## src/rtl/fetch_unit.sv

```systemverilog
// Instruction fetch stage: owns the fetch PC, reads program memory one word at a time
// and buffers returned words in a prefetch queue for decode. Optional macro: FETCH_PERF_EN.
module fetch_unit #(
  parameter int              DEPTH    = 4,
  parameter int              AW       = 16,
  parameter int              DW       = 16,
  parameter logic [AW-1:0]   RESET_PC = {AW{1'b0}}
) (
  input  logic                     clk,
  input  logic                     reset,
  output logic                     mem_req,
  output logic [AW-1:0]            mem_addr,
  input  logic                     mem_ack,
  input  logic [DW-1:0]            mem_rdata,
  input  logic                     redirect,
  input  logic [AW-1:0]            redirect_pc,
  output logic                     ir_valid,
  output logic [DW-1:0]            ir_data,
  output logic [AW-1:0]            ir_pc,
  input  logic                     ir_ready,
  output logic [$clog2(DEPTH):0]   q_count
`ifdef FETCH_PERF_EN
  ,
  output logic [15:0]              stall_cnt
`endif
);

  localparam int PW = $clog2(DEPTH);
  localparam logic [PW:0] L_DEPTH    = (PW+1)'(DEPTH);
  localparam logic [PW:0] L_DEPTH_M1 = (PW+1)'(DEPTH - 1);

  typedef enum logic [1:0] {
    S_IDLE  = 2'd0,
    S_REQ   = 2'd1,
    S_DRAIN = 2'd2
  } state_t;

  state_t          r_state;
  state_t          w_state_next;
  logic [AW-1:0]   r_fetch_pc;
  logic [AW-1:0]   w_pc_next;
  logic [AW-1:0]   r_mem_addr;
  logic            r_mem_req;

  logic [DW-1:0]   r_q_data [DEPTH];
  logic [AW-1:0]   r_q_pc   [DEPTH];
  logic [PW-1:0]   r_head;
  logic [PW-1:0]   r_tail;
  logic [PW:0]     r_count;
  logic [PW:0]     w_count_next;
  logic            w_push;
  logic            w_pop;
  logic            w_ir_valid;

  assign w_ir_valid = (r_count != {(PW+1){1'b0}});
  assign w_push     = (r_state == S_REQ) && mem_ack && !redirect;
  assign w_pop      = w_ir_valid && ir_ready;

  // Queue occupancy after this cycle's push/pop, or zero on a flush.
  always_comb begin
    w_count_next = r_count;
    if (redirect) begin
      w_count_next = {(PW+1){1'b0}};
    end else if (w_push && !w_pop) begin
      w_count_next = r_count + (PW+1)'(1'b1);
    end else if (w_pop && !w_push) begin
      w_count_next = r_count - (PW+1)'(1'b1);
    end else begin
      w_count_next = r_count;
    end
  end

  // Next fetch address and next FSM state.
  always_comb begin
    w_pc_next    = r_fetch_pc;
    w_state_next = r_state;
    if (redirect) begin
      w_pc_next = redirect_pc;
    end else if (w_push) begin
      w_pc_next = r_fetch_pc + AW'(1'b1);
    end else begin
      w_pc_next = r_fetch_pc;
    end

    case (r_state)
      S_IDLE: begin
        if (redirect || (r_count < L_DEPTH)) begin
          w_state_next = S_REQ;
        end else begin
          w_state_next = S_IDLE;
        end
      end
      S_REQ: begin
        if (redirect) begin
          w_state_next = mem_ack ? S_REQ : S_DRAIN;
        end else if (mem_ack) begin
          // One slot stays free for the request that is about to be issued.
          w_state_next = (w_count_next < L_DEPTH_M1) ? S_REQ : S_IDLE;
        end else begin
          w_state_next = S_REQ;
        end
      end
      S_DRAIN: begin
        // The stale request must complete before a new address can be presented.
        if (mem_ack) begin
          w_state_next = S_REQ;
        end else begin
          w_state_next = S_DRAIN;
        end
      end
      default: begin
        w_state_next = S_IDLE;
      end
    endcase
  end

  // FSM, fetch PC and registered memory-request outputs.
  always_ff @(posedge clk) begin
    if (!reset) begin
      r_state    <= S_IDLE;
      r_fetch_pc <= RESET_PC;
      r_mem_req  <= 1'b0;
      r_mem_addr <= RESET_PC;
    end else begin
      r_state    <= w_state_next;
      r_fetch_pc <= w_pc_next;
      r_mem_req  <= (w_state_next == S_REQ) || (w_state_next == S_DRAIN);
      if (w_state_next != S_DRAIN) begin
        r_mem_addr <= w_pc_next;
      end
    end
  end

  // Prefetch queue storage and pointers.
  always_ff @(posedge clk) begin
    if (!reset) begin
      r_head  <= {PW{1'b0}};
      r_tail  <= {PW{1'b0}};
      r_count <= {(PW+1){1'b0}};
      for (int i = 0; i < DEPTH; i++) begin
        r_q_data[i] <= {DW{1'b0}};
        r_q_pc[i]   <= {AW{1'b0}};
      end
    end else begin
      r_count <= w_count_next;
      if (redirect) begin
        r_head <= {PW{1'b0}};
        r_tail <= {PW{1'b0}};
      end else begin
        if (w_push) begin
          r_q_data[r_tail] <= mem_rdata;
          r_q_pc[r_tail]   <= r_fetch_pc;
          r_tail           <= r_tail + PW'(1'b1);
        end
        if (w_pop) begin
          r_head <= r_head + PW'(1'b1);
        end
      end
    end
  end

  assign mem_req  = r_mem_req;
  assign mem_addr = r_mem_addr;
  assign ir_valid = w_ir_valid;
  assign ir_data  = r_q_data[r_head];
  assign ir_pc    = r_q_pc[r_head];
  assign q_count  = r_count;

`ifdef FETCH_PERF_EN
  logic [15:0] r_stall_cnt;
  logic [1:0]  w_stall_inc;
  logic [16:0] w_stall_sum;

  // Stall contributions: unacked request and empty queue while fetching.
  always_comb begin
    w_stall_inc = {1'b0, r_mem_req & ~mem_ack}
                + {1'b0, ~w_ir_valid & (r_state != S_IDLE)};
    w_stall_sum = {1'b0, r_stall_cnt} + {15'd0, w_stall_inc};
  end

  // Saturating stall counter, cleared by redirect.
  always_ff @(posedge clk) begin
    if (!reset) begin
      r_stall_cnt <= 16'h0000;
    end else if (redirect) begin
      r_stall_cnt <= 16'h0000;
    end else if (w_stall_sum[16]) begin
      r_stall_cnt <= 16'hFFFF;
    end else begin
      r_stall_cnt <= w_stall_sum[15:0];
    end
  end

  assign stall_cnt = r_stall_cnt;
`endif

endmodule

```

## config.mk

```make
export PLATFORM = sky130hd
export DESIGN_NAME = fetch_unit
export DESIGN_NICKNAME = d
export VERILOG_FILES = /design/src/rtl/fetch_unit.sv
export SDC_FILE = /design/constraint.sdc
export NUM_CORES = 1
export LEC_CHECK = 0
export ABC_AREA = 0
export CORE_ASPECT_RATIO = 0.8
export CORE_MARGIN = 1.5
export CORE_UTILIZATION = 55
export DETAILED_ROUTE_END_ITERATION = 10
export PLACE_DENSITY = 0.83
export RECOVER_POWER = 50
export SYNTH_ARGS = -nofsm -noshare
export SYNTH_HDL_FRONTEND = slang
export SYNTH_SLANG_ARGS = --single-unit
```

## constraint.sdc

```tcl
create_clock -name clk -period 5 [get_ports clk]
set_input_delay 1.25 -clock clk [delete_from_list [all_inputs] [get_ports clk]]
set_output_delay 1.25 -clock clk [all_outputs]
set_load 0.02 [all_outputs]
```

### After elaboration in Yosys (flattened, before gate mapping)

Memories as Yosys holds them, arrays and structs flattened. A register that Yosys moved wholly into a read port is not among the register bits.
Cells that the tools add are included.

| storage, ports and cells | value |
|---|---|
| memories | 2 |
| output and inout bits | 53 |
| memory bits (writable) | 128 |
| bits in registers | 42 |

| cells by class | value |
|---|---|
| order comparisons | 2 |
| equality and inequality tests | 5 |
| reductions and logical operators | 15 |
| mux-type cells | 26 |
| bitwise operators | 1 |
| $add $sub $neg | 5 |

Memories:

| memory | depth | bits a word | rd ports | clocked after Yosys merged registers in | wr ports | RTL line | RTL |
|---|---|---|---|---|---|---|---|
| r_q_data | 4 | 16 | 1 | 1 | 4 | 45 | `logic [DW-1:0] r_q_data [DEPTH];` |
| r_q_pc | 4 | 16 | 1 | 1 | 4 | 46 | `logic [AW-1:0] r_q_pc [DEPTH];` |

Operator list:

| kind | count |
|---|---|
| 16-bit two-way mux | 4 |
| 16-bit OR reduction | 2 |
| 16-bit by 1-bit adder with 16-bit output, second input constant | 1 |
| 2-bit two-way mux | 8 |
| 1-bit two-way mux | 10 |
| 3-bit two-way mux | 3 |
| 2-bit case mux with 3 select lines | 1 |
| 1-bit logical AND | 5 |
| 2-bit by 1-bit adder with 2-bit output, second input constant | 2 |
| 2-bit by 1-bit == test with 1-bit output, second input constant | 2 |
| 2-bit == test, second input constant | 2 |
| 3-bit by 1-bit adder with 3-bit output, second input constant | 1 |
| 1-bit logical NOT | 3 |
| 3-bit by 2-bit < comparator with 1-bit output, second input constant | 1 |
| 3-bit < comparator, second input constant | 1 |
| 3-bit nonzero test | 1 |
| 3-bit by 1-bit subtractor with 3-bit output, second input constant | 1 |
| 2-bit logical NOT | 1 |
| 1-bit logical OR | 2 |
| 2-bit != test, second input constant | 1 |
| 2-bit OR reduction | 1 |
| 1-bit inverter | 1 |

### Depth between registers and ports, before layout

| logic depth | value |
|---|---|
| depth in word-level cells | 15 |
| depth in mapped cells | 15 |
| mapped depth without buffers | 13 |

### Least setup slack after synthesis

OpenSTA, ideal clock, no wires.

| timing | value |
|---|---|
| path type | input to register |
| start | in mem_ack |
| end | mem r_q_data[2][0], enable pin |
| stages on the path | 4 |
| arrival time | 3931 ps |
| setup slack | 603 ps |
| required time | 4534 ps |
| path buffers | 2 |
| cell sequence | buf_4 -> nand4bb_1 -> buf_2 -> o21ai_0 |

RTL lines:

| element | RTL line | RTL |
|---|---|---|
| start, declared | 13 | `input logic mem_ack,` |
| end, declared | 45 |  |

### Worst setup path after layout

| timing | value |
|---|---|
| start | in redirect |
| end | reg r_mem_addr[14] (netlist: mem_addr[14]) |

| between the ends | value |
|---|---|
| cells in the longest elaborated chain, start to end | 13 |
| elaborated cells on any way between the ends | 18 |

Ends and longest elaborated chain:

| element | RTL line | RTL |
|---|---|---|
| start, declared | 15 | `input logic redirect,` |
| 1-bit logical NOT | 56 | `assign w_push = (r_state == S_REQ) && mem_ack && !redirect;` |
| 1-bit logical AND | 56 |  |
| 1-bit logical NOT | 66 | `end else if (w_pop && !w_push) begin` |
| 1-bit logical AND | 66 |  |
| 3-bit two-way mux | 66 |  |
| 3-bit two-way mux | 64 | `end else if (w_push && !w_pop) begin` |
| 3-bit two-way mux | 62 | `if (redirect) begin` |
| 3-bit by 2-bit < comparator with 1-bit output | 98 | `w_state_next = (w_count_next < L_DEPTH_M1) ? S_REQ : S_IDLE;` |
| 1-bit two-way mux | 98 |  |
| 1-bit two-way mux | 96 | `end else if (mem_ack) begin` |
| 2-bit two-way mux | 94 | `if (redirect) begin` |
| 2-bit case mux with 3 select lines | 85 | `case (r_state)` |
| 2-bit != test | 128 | `if (w_state_next != S_DRAIN) begin` |
| end signal, assigned | 129 | `r_mem_addr <= w_pc_next;` |
| end, declared | 42 | `logic [AW-1:0] r_mem_addr;` |

Several ways; a longest one is shown, not always the timed one.
A chain may end at the register's enable or synchronous reset.

==> reports/metrics.yaml <==
pwr:
  ir_drop_mv: 0.279
  leakagePower_nw: 3.55
  finalPower_mw: 3.18
  internal_power_mw: 2.45
  seq_power_share: 0.512
  pwr-share-comb: 0.085
  clock_power_share: 0.402
  sw_frac_of_total: 0.230
  power_density_nw_per_um2: 348
  switchingPower_mw: 0.733
yosys:
  netlist_area_um2: 7510
  synthFlopType: "edfxtp_1"
  synth_cell_types: 50
  syn_area_per_cell_um2: 12.3
  synth_edf_count: 128
  seq_area_frac_synth: 0.629
  synth_area_leader_cell: "edfxtp_1"
  synth_cells: 612
  synth-async-reset-ratio: 0
  synth.area.top_cells: "edfxtp_1 51%, dfxtp_1 12%, mux4_2 9.6%"
  synth_nets: 654
  yosysMostFrequentCell: "edfxtp_1"
  yosysWarnings: 0
  synthTopCellsByCount: "128 x edfxtp_1, 107 x nor2_1, 57 x nand2_1"
  synth_top_area_share: 0.512
  synth_seq_cells: 172
sta:
  fmax_mhz: 229
  final-hold-violation-count: 0
  period_share: 0.872
  tns_ps: 0
  finClkSkew_ps: 8.80
  finalCriticalPeriod_ps: 4360
  setup-violations-final: 0
  rsz0062_at_grt: "no"
  report.final.slew_viol_count: 107
  relSlewSlack: -0.494
  worst_pin_slew_ps: 2230
run:
  maxCapViolations: 4
hold_path:
  whs_path_depth: 2
  hold_path_end: "mem_addr[3]$_SDFFE_PN0P_"
  hp-class: "flop to flop"
  holdCritStartpoint: "mem_addr[3]$_SDFFE_PN0P_"
global_routing:
  antenna_found_initial: 0
  globalRouteTotalUtil: 0.248
  grt_pass1_vias: 5162
  grt_pass1_wl_um: 26600
  gr-total-overflow: 0
  grt_max_degree: 34
clock_tree:
  hold_buffers: 0
  cts_made_buffers: 17
  cts_tree: "done"
  post_cts_buffers: 0
  cts_resized: 0
  cts_sinks: 172
  clkTransAtPathRegs_ps: 60
  cts-root-buf: "clkbuf_16"
  clk_latency_ps: 430
  clockBufferDepth: 2
  htreeDepth: 4
placement:
  dp_hpwl_um: 10700
  post-place-cells: 854
  placed_area_um2: 8620
  io_buffers: 89
  place_congestion: 0.863
floorplan:
  die_h_um: 108
  die_area_um2: 14400
  start_util: 0.573
  pin_count: 90
  die_w_um: 134
  core_um2: 13100
  rows: 37
setup_path:
  crit_type: "primary input to flop"
  path_max_fanout: 20
  crit_arrival_ps: 4690
  r2r_slack_ps: 1530
  r2r_start: "q_count[0]$_SDFF_PN0_"
  required_ps: 5330
  r2r_cells: 12
  end_kind: "flop"
  reg2reg_to: "mem_addr[14]$_SDFFE_PN0P_"
  critPathLaunchType: "primary input"
cells_and_area:
  nNetsFinal: 740
  syn2layout_area_growth_pct: 21.8
  diodes: 0
  final_layout_size_suffix_gt1_frac: 0.120
  final_area_um2: 9150
  stdcell_count: 886
drt:
  drcViolationCount: 0
  dr.pass1.iters: 5
  drtIter0Drc: 683
  wl_um: 16800
  drt-wirelength-per-cell_um: 19.0
  ant_nets: 0
  vias: 5113
  vias_per_cell: 5.77
run_status:
  outcome: "complete, but fails checks"
  failed_checks: "capacitance limit, slew limit"
-- through the flow --
step                hold slack, ps  utilization  worst slack (ps)
global route                   510        0.698               400
global placement               452        0.658               565
finish                         470        0.698               640
detailed placement             472        0.658               316
floorplan                      485            -               603
CTS                            480        0.702               757
-- layout make-up --
cell class	instances	area (um2)
tap	175	219
multi-input combinational	360	2470
clock inverter	15	151
clock buffer	17	425
timing repair buffer	104	992
inverter	43	161
sequential	172	4730
fill	845	3950
-- worst max path at each step --
stage	from	endpoint	slack [ps]	cells past startpoint
global route	redirect	mem_addr[6]$_SDFFE_PN0P_	400	11
finish	redirect	mem_addr[14]$_SDFFE_PN0P_	640	11
CTS	redirect	mem_addr[6]$_SDFFE_PN0P_	760	11
global placement	redirect	mem_addr[14]$_SDFFE_PN0P_	560	11
detailed placement	redirect	mem_addr[6]$_SDFFE_PN0P_	320	11
floorplan	mem_ack	r_q_data[2][0]$_SDFFCE_PN0P_	600	4
-- cell families after synthesis --
logic type	share of synthesized area
adders and majority gates	0.00833
and+or+nand+nor	0.148
AOI/OAI and AO/OA	0.0445
muxes	0.111
DFF	0.629
buffers and inverters	0.0423
xor gates and xnor gates	0.0175
-- state kept, by name (all words and copies together), names as in the netlist, named ones only --
signal      cells
r_q_data       64
r_q_pc         64
mem_addr       16
r_fetch_pc     16
q_count         3
r_head          2
r_state         2
r_tail          2
mem_req         1
-- layout by cell type, fill, tap and decap left out, types with 4 or more instances in the layout --
cell,n
clkinv_2,5
xnor2_1,8
xor2_1,7
nand2_1,57
a21oi_1,14
nor2_1,106
and2_1,23
nand2b_1,5
mux4_2,32
clkdlybuf4s50_1,66
inv_1,41
edfxtp_1,128
buf_4,12
nor3_1,12
nand3_1,12
dfxtp_1,43
dlygate4sd3_1,23
a211oi_1,4
ha_1,5
clkinv_4,5
clkbuf_16,17
o21ai_0,18
nand4_1,4
mux2i_1,10
-- power by group through the flow --
stage	clock network [mW]	registers [mW]	logic (mW)
after floorplan	0	1.66	0.142
after global placement	0	1.66	0.272
after detailed placement	0	1.66	0.278
after CTS	1.29	1.63	0.280
after global routing	1.35	1.64	0.290
final	1.28	1.63	0.272
-- worst max-delay path, stage by stage --
cell           delay (ps)
dlygate4sd3_1         700
buf_4                 290
and4bb_1              390
o21ai_0               210
nand4_1               140
a41oi_1               250
nand2b_1              150
ha_1                  540
inv_1                 340
o21ai_0               230
o21ba_2               170
-- per-layer routing --
metal,track usage,part of all wire
met5,0,0
met4,0.0932,0.017
met3,0.0527,0.072
met2,0.417,0.50
met1,0.320,0.41
Note: power is estimated with default switching activity, not from simulation.
